<file path="config.mk">
export PLATFORM = sky130hd
export DESIGN_NAME = fpga_mem_dmaster_st_channel_arbiter_flat
export DESIGN_NICKNAME = d
export VERILOG_FILES = /design/src/rtl/fpga_mem_dmaster_st_channel_arbiter_pkg.sv /design/src/rtl/fpga_mem_dmaster_st_channel_arbiter_if.sv /design/src/rtl/fpga_mem_dmaster_st_channel_arbiter_rr_pick.sv /design/src/rtl/fpga_mem_dmaster_st_channel_arbiter.sv /design/src/flat_wrapper.sv
export SDC_FILE = /design/constraint.sdc
export NUM_CORES = 1
export LEC_CHECK = 0
export CORE_ASPECT_RATIO = 1.25
export CORE_UTILIZATION = 44
export CTS_CLUSTER_DIAMETER = 60
export DETAILED_ROUTE_END_ITERATION = 10
export GPL_TIMING_DRIVEN = 1
export PLACE_DENSITY = 0.84
export SLEW_MARGIN = 20
export SYNTH_ARGS = -nofsm -noshare
export SYNTH_HDL_FRONTEND = slang
export SYNTH_SLANG_ARGS = --single-unit
</file>
<file path="constraint.sdc">
create_clock -name clk -period 4.9 [get_ports clk]
set_input_delay 1.225 -clock clk [delete_from_list [all_inputs] [get_ports clk]]
set_output_delay 1.225 -clock clk [all_outputs]
set_load 0.03 [all_outputs]
</file>
<file path="src/rtl/fpga_mem_dmaster_st_channel_arbiter_pkg.sv">
// Shared constants for the debug-master stream arbiter: FSM encoding, widths,
// and the saturating stray-beat counter helper.
package fpga_mem_dmaster_pkg;

    localparam logic [0:0] ST_IDLE   = 1'b0;
    localparam logic [0:0] ST_LOCKED = 1'b1;

    localparam int DROP_CNT_W    = 16;
    localparam int NUM_CH_DEF    = 4;
    localparam int DATA_W_DEF    = 8;
    localparam int CHANNEL_W_DEF = 8;

    // At most 8 sources can drop a beat in one cycle, so a 4-bit increment suffices.
    function automatic logic [DROP_CNT_W-1:0] drop_sat_add(
        input logic [DROP_CNT_W-1:0] cnt,
        input logic [3:0]            inc
    );
        logic [DROP_CNT_W:0] sum;
        sum = {1'b0, cnt} + {{(DROP_CNT_W-3){1'b0}}, inc};
        return sum[DROP_CNT_W] ? {DROP_CNT_W{1'b1}} : sum[DROP_CNT_W-1:0];
    endfunction

endpackage

</file>
<file path="src/rtl/fpga_mem_dmaster_st_channel_arbiter_if.sv">
// Bundle of the NUM_CH Avalon-ST source ports and the merged channelised output.
interface fpga_mem_dmaster_st_channel_arbiter_if
    import fpga_mem_dmaster_pkg::*;
#(
    parameter int NUM_CH    = NUM_CH_DEF,
    parameter int DATA_W    = DATA_W_DEF,
    parameter int CHANNEL_W = CHANNEL_W_DEF
);
    logic [NUM_CH-1:0]        in_valid;
    logic [NUM_CH-1:0]        in_ready;
    logic [NUM_CH*DATA_W-1:0] in_data;
    logic [NUM_CH-1:0]        in_startofpacket;
    logic [NUM_CH-1:0]        in_endofpacket;

    logic                     out_valid;
    logic                     out_ready;
    logic [DATA_W-1:0]        out_data;
    logic                     out_startofpacket;
    logic                     out_endofpacket;
    logic [CHANNEL_W-1:0]     out_channel;

    modport slave (
        input  in_valid, in_data, in_startofpacket, in_endofpacket, out_ready,
        output in_ready, out_valid, out_data, out_startofpacket, out_endofpacket, out_channel
    );

    modport master (
        output in_valid, in_data, in_startofpacket, in_endofpacket, out_ready,
        input  in_ready, out_valid, out_data, out_startofpacket, out_endofpacket, out_channel
    );
endinterface

</file>
<file path="src/rtl/fpga_mem_dmaster_st_channel_arbiter_rr_pick.sv">
// Combinational round-robin picker: first set request at or above ptr, wrapping.
module fpga_mem_rr_pick #(
    parameter int NUM_CH = 4,
    parameter int IDX_W  = $clog2(NUM_CH)
) (
    input  logic [NUM_CH-1:0] req,
    input  logic [IDX_W-1:0]  ptr,
    output logic [IDX_W-1:0]  gnt_idx,
    output logic              gnt_any
);

    int j;

    // Walk offsets from farthest to nearest so the nearest requester wins.
    always_comb begin
        gnt_idx = '0;
        gnt_any = 1'b0;
        j       = 0;
        for (int k = NUM_CH - 1; k >= 0; k--) begin
            j = int'(ptr) + k;
            if (j >= NUM_CH) begin
                j = j - NUM_CH;
            end
            if (req[IDX_W'(j)]) begin
                gnt_idx = IDX_W'(j);
                gnt_any = 1'b1;
            end
        end
    end

endmodule

</file>
<file path="src/rtl/fpga_mem_dmaster_st_channel_arbiter.sv">
// Packet-atomic round-robin merge of NUM_CH byte-packet sources onto one
// channelised stream; stray beats seen while idle are swallowed and counted.
module fpga_mem_dmaster_st_channel_arbiter
    import fpga_mem_dmaster_pkg::*;
#(
    parameter int NUM_CH    = NUM_CH_DEF,
    parameter int DATA_W    = DATA_W_DEF,
    parameter int CHANNEL_W = CHANNEL_W_DEF
) (
    input  logic                  clk,
    input  logic                  reset,
    fpga_mem_dmaster_st_channel_arbiter_if.slave bus,
    output logic [DROP_CNT_W-1:0] drop_count
);

    localparam int IDX_W = $clog2(NUM_CH);

    logic [0:0]            state_reg;
    logic [IDX_W-1:0]      rr_ptr_reg;
    logic [IDX_W-1:0]      grant_reg;
    logic                  out_valid_reg;
    logic                  out_sop_reg;
    logic                  out_eop_reg;
    logic [DATA_W-1:0]     out_data_reg;
    logic [CHANNEL_W-1:0]  out_channel_reg;
    logic [DROP_CNT_W-1:0] drop_count_reg;

    logic [NUM_CH-1:0]     sop_req;
    logic [NUM_CH-1:0]     stray;
    logic [DATA_W-1:0]     src_data [NUM_CH];
    logic [IDX_W-1:0]      pick_idx;
    logic                  pick_any;
    logic [3:0]            stray_cnt;
    logic                  out_free;
    logic                  accept;
    logic [NUM_CH-1:0]     ready_vec;

    genvar gi;
    generate
        for (gi = 0; gi < NUM_CH; gi++) begin : g_src
            assign sop_req[gi]  = bus.in_valid[gi] & bus.in_startofpacket[gi];
            assign stray[gi]    = bus.in_valid[gi] & ~bus.in_startofpacket[gi];
            assign src_data[gi] = bus.in_data[gi*DATA_W +: DATA_W];
        end
    endgenerate

    fpga_mem_rr_pick #(
        .NUM_CH (NUM_CH),
        .IDX_W  (IDX_W)
    ) u_pick (
        .req     (sop_req),
        .ptr     (rr_ptr_reg),
        .gnt_idx (pick_idx),
        .gnt_any (pick_any)
    );

    assign stray_cnt = 4'($countones(stray));
    assign out_free  = ~out_valid_reg | bus.out_ready;
    assign accept    = (state_reg == ST_LOCKED) & bus.in_valid[grant_reg] & out_free;

    // While idle every non-SOP beat is acknowledged so it is dropped, while SOP
    // beats wait for the grant issued this cycle.
    always_comb begin
        ready_vec = '0;
        if (!reset) begin
            if (state_reg == ST_IDLE) begin
                ready_vec = stray;
            end else begin
                ready_vec[grant_reg] = out_free;
            end
        end
    end

    always_ff @(posedge clk) begin
        if (reset) begin
            state_reg       <= ST_IDLE;
            rr_ptr_reg      <= '0;
            grant_reg       <= '0;
            drop_count_reg  <= '0;
            out_valid_reg   <= 1'b0;
            out_sop_reg     <= 1'b0;
            out_eop_reg     <= 1'b0;
            out_data_reg    <= '0;
            out_channel_reg <= '0;
        end else begin
            if (state_reg == ST_IDLE) begin
                drop_count_reg <= drop_sat_add(drop_count_reg, stray_cnt);
                if (pick_any) begin
                    grant_reg <= pick_idx;
                    state_reg <= ST_LOCKED;
                end
            end else if (accept && bus.in_endofpacket[grant_reg]) begin
                state_reg  <= ST_IDLE;
                rr_ptr_reg <= (grant_reg == IDX_W'(NUM_CH - 1)) ? '0 : grant_reg + IDX_W'(1);
            end

            if (accept) begin
                out_valid_reg   <= 1'b1;
                out_data_reg    <= src_data[grant_reg];
                out_sop_reg     <= bus.in_startofpacket[grant_reg];
                out_eop_reg     <= bus.in_endofpacket[grant_reg];
                out_channel_reg <= CHANNEL_W'(grant_reg);
            end else if (bus.out_ready) begin
                out_valid_reg <= 1'b0;
            end
        end
    end

    assign bus.in_ready          = ready_vec;
    assign bus.out_valid         = out_valid_reg;
    assign bus.out_data          = out_data_reg;
    assign bus.out_startofpacket = out_sop_reg;
    assign bus.out_endofpacket   = out_eop_reg;
    assign bus.out_channel       = out_channel_reg;
    assign drop_count            = drop_count_reg;

endmodule

</file>
<file path="src/flat_wrapper.sv">
// flat-port wrapper written by rule: the top's interface ports become plain ports
module fpga_mem_dmaster_st_channel_arbiter_flat import fpga_mem_dmaster_pkg::*;
#(
    parameter int NUM_CH    = NUM_CH_DEF,
    parameter int DATA_W    = DATA_W_DEF,
    parameter int CHANNEL_W = CHANNEL_W_DEF
)
  (clk, reset, drop_count, bus_in_valid, bus_in_data, bus_in_startofpacket, bus_in_endofpacket, bus_out_ready, bus_in_ready, bus_out_valid, bus_out_data, bus_out_startofpacket, bus_out_endofpacket, bus_out_channel);
  fpga_mem_dmaster_st_channel_arbiter_if #(.NUM_CH(NUM_CH), .DATA_W(DATA_W), .CHANNEL_W(CHANNEL_W)) bus_i ();
  input  logic clk;
  input  logic reset;
  output logic [DROP_CNT_W-1:0] drop_count;
  input wire logic [$bits(bus_i.in_valid)-1:0] bus_in_valid;
  input wire logic [$bits(bus_i.in_data)-1:0] bus_in_data;
  input wire logic [$bits(bus_i.in_startofpacket)-1:0] bus_in_startofpacket;
  input wire logic [$bits(bus_i.in_endofpacket)-1:0] bus_in_endofpacket;
  input wire logic [$bits(bus_i.out_ready)-1:0] bus_out_ready;
  output wire logic [$bits(bus_i.in_ready)-1:0] bus_in_ready;
  output wire logic [$bits(bus_i.out_valid)-1:0] bus_out_valid;
  output wire logic [$bits(bus_i.out_data)-1:0] bus_out_data;
  output wire logic [$bits(bus_i.out_startofpacket)-1:0] bus_out_startofpacket;
  output wire logic [$bits(bus_i.out_endofpacket)-1:0] bus_out_endofpacket;
  output wire logic [$bits(bus_i.out_channel)-1:0] bus_out_channel;
  assign bus_i.in_valid = bus_in_valid;
  assign bus_i.in_data = bus_in_data;
  assign bus_i.in_startofpacket = bus_in_startofpacket;
  assign bus_i.in_endofpacket = bus_in_endofpacket;
  assign bus_i.out_ready = bus_out_ready;
  assign bus_in_ready = bus_i.in_ready;
  assign bus_out_valid = bus_i.out_valid;
  assign bus_out_data = bus_i.out_data;
  assign bus_out_startofpacket = bus_i.out_startofpacket;
  assign bus_out_endofpacket = bus_i.out_endofpacket;
  assign bus_out_channel = bus_i.out_channel;
  fpga_mem_dmaster_st_channel_arbiter #(.NUM_CH(NUM_CH), .DATA_W(DATA_W), .CHANNEL_W(CHANNEL_W)) u_core (.clk(clk), .reset(reset), .bus(bus_i), .drop_count(drop_count));
endmodule
</file>
==> results.json <==
{
  "syn_inst": 233,
  "drive_gt1_share_pct": 9.90,
  "hp-start": "u_core.bus.out_endofpacket",
  "dpl_cell_area_mm2": 0.00303,
  "slowest_delay_ns": 0.59,
  "grt_use_total_pct": 21.1,
  "gp_congestion": 0.850,
  "antenna_found_initial": 0,
  "finalMaxSlewViolations": 0,
  "max-cap-violations": 0,
  "fp.dieH_um": 81.3,
  "port_buffers": 79,
  "cp_cell_sequence": "clkdlybuf4s50_1 > nor2b_1 > ha_1 > ha_1 > fa_1 > inv_1 > fa_1 > nand2b_1 > a2111oi_4 > nand2_1 > a21oi_1",
  "critPathSlowestCell": "a2111oi_4",
  "cts-resized-gates": 0,
  "synthArstFlopShare_pct": 0,
  "p_per_area_mw_per_mm2": 244,
  "grt_max_degree": 34,
  "wire_per_inst_um": 14.5,
  "area_delta_synth_final_pct": 41.0,
  "final_cell_mix": "79 x clkdlybuf4s50_1, 34 x dfxtp_1, 25 x nor2_1, 17 x nand2_1, 16 x a21oi_1",
  "largest_reg_flops": 16,
  "wl_um": 5420,
  "layout_commonest_cell": "clkdlybuf4s50_1",
  "via_per_inst": 5.58,
  "min_period_ns": 4.61,
  "dr.pass1.iters": 4,
  "holdBufCountCts": 0,
  "finalPower_mw": 0.761,
  "num_vias": 2082,
  "setup_viol": 0,
  "syn_area_per_cell_um2": 9.50,
  "final_antenna_net_count": 0,
  "core-area_mm2": 0.00480,
  "worstMarginPinSlew_ns": 0.810,
  "synth_seq_cells": 34,
  "dp_hpwl_um": 4080,
  "initial_core_util_pct": 46.1,
  "synth_edf_count": 0,
  "tns_ns": 0,
  "grt_pass1_wl_um": 8700,
  "p_leak_nw": 1.18,
  "yosys_warnings": 0,
  "status": "finished clean",
  "critPathMaxFanout": 8,
  "nets": 371,
  "grt_pass1_vias": 1997,
  "drc": 0,
  "max_slew_margin_pct": 45.9,
  "clock.fmax_mhz": 217,
  "fin_area_mm2": 0.00312,
  "rows": 28,
  "hp-class": "reg -> reg",
  "crit_start": "bus_in_valid[1]",
  "clock_latency_ns": 0.29,
  "netlist_area_mm2": 0.00221,
  "cp_data_required_time_ns": 5.12,
  "fin_crit_sh_pct": 94.1,
  "vdd_drop_max_uv": 163,
  "worstPathArrival_ns": 4.83,
  "path_clk_slew_ns": 0.08,
  "synthFlopType": "dfxtp_1",
  "rsz0062_at_grt": "no",
  "holdWs_ns": 0.466,
  "numCtsBuffers": 5,
  "ios": 86,
  "worstSetupEndpointType": "register",
  "cts_buffer_depth": 2,
  "fin_util_pct": 65.0,
  "grt_overflow": 0,
  "die_w_um": 65.4,
  "cts_tree": "built",
  "fin_skew_ns": 0.00805,
  "clock_sinks": 34,
  "hold_viol": 0,
  "startpoint_type": "input pin",
  "r2r-start": "u_core.drop_count[0]",
  "path_class": "in -> reg",
  "root_buffer": "clkbuf_8",
  "drt_iter0_markers": 113,
  "die-area_mm2": 0.00532,
  "cts.htree.levels": 2,
  "post-cts-setup-buffers": 0,
  "diodes": 0,
  "synth_cell_type_count": 51,
  "yosysSeqAreaShare_pct": 30.8,
  "fillers": 411
}
==> cell families (layout without fill, tap and decap cells) <==
logic type,after synthesis,after routing,share of synthesized area (%)
xor gates and xnor gates,4,4,1.58
DFF,34,34,30.8
muxes,26,26,18.0
AOI/OAI and AO/OA,49,49,16.3
other,1,6,0.169
adders and majority gates,12,12,7.46
buffers and inverters,26,101,6.27
and+or+nand+nor,81,81,19.4
==> worst max-delay path, delay by kind of cell <==
kind            cells  cell delay [ns]
buf+inv             2             0.62
fa+ha+maj           4             1.43
simple gates        3             0.76
compound gates      2             0.79
==> final timing paths <==
kind / to / slack (ns) / cells past startpoint
max reg2reg: u_core.drop_count[4] / 2.47 / 7
min: u_core.bus.out_endofpacket / 0.47 / 2
max: u_core.drop_count[4] / 0.29 / 11
min reg2reg: u_core.bus.out_endofpacket / 0.47 / 2
==> power breakdown <==
part / leakage [nW] / total [mW] / internal (mW) / switching, mW
clock network: 0.0472 / 0.224 / 0.113 / 0.111
registers: 0.276 / 0.312 / 0.292 / 0.0200
logic: 0.856 / 0.225 / 0.116 / 0.108
==> per-layer routing <==
metal	GRT usage (%)	routed length, um	share of wire [%]
met1	23.7	2140	40
met2	38.0	2900	54
met3	4.92	284	5.2
met4	8.70	86	1.6
met5	0	0	0
==> layout make-up <==
cell class / instances / area, um^2 / share of cell area (%)
multi-input cells: 178 / 1410 / 45.3
repair buffers: 83 / 821 / 26.3
flip-flops and latches: 34 / 681 / 21.8
clock buffers: 6 / 82.6 / 2.65
well taps: 60 / 75.1 / 2.40
inverters: 10 / 37.5 / 1.20
clock inverters: 2 / 12.5 / 0.401
==> through the flow <==
stage / setup slack, ns / instances
finish: 0.290 / 373
global route: 0.00782 / 373
CTS: 0.321 / 373
detailed placement: 0.0170 / 365
global placement: 0.197 / 365
floorplan: 0.944 / 238
==> cell usage after synthesis (2+ instances only) <==
master	n	area, um^2
dfxtp_1	34	681
nor2_1	25	93.8
nand2_1	17	63.8
a21oi_1	16	80.1
mux2i_1	14	140
mux4_2	11	248
ha_1	10	125
inv_1	10	37.5
buf_4	8	60.1
nor3_1	7	35.0
a31oi_1	6	37.5
clkbuf_1	6	22.5
nor2b_1	6	37.5
a22oi_1	5	37.5
and2_1	4	25.0
nand3_1	4	20.0
xnor2_1	3	26.3
a211oi_1	2	15.0
a311oi_1	2	17.5
a41o_1	2	20.0
and3_1	2	12.5
fa_1	2	40.0
nand2b_1	2	12.5
nand4_1	2	12.5
o21ai_0	2	10.0
o221ai_1	2	17.5
o31ai_1	2	15.0
o41ai_1	2	17.5
or3_1	2	12.5
or4_1	2	15.0
(Power assumes the default switching activity.)
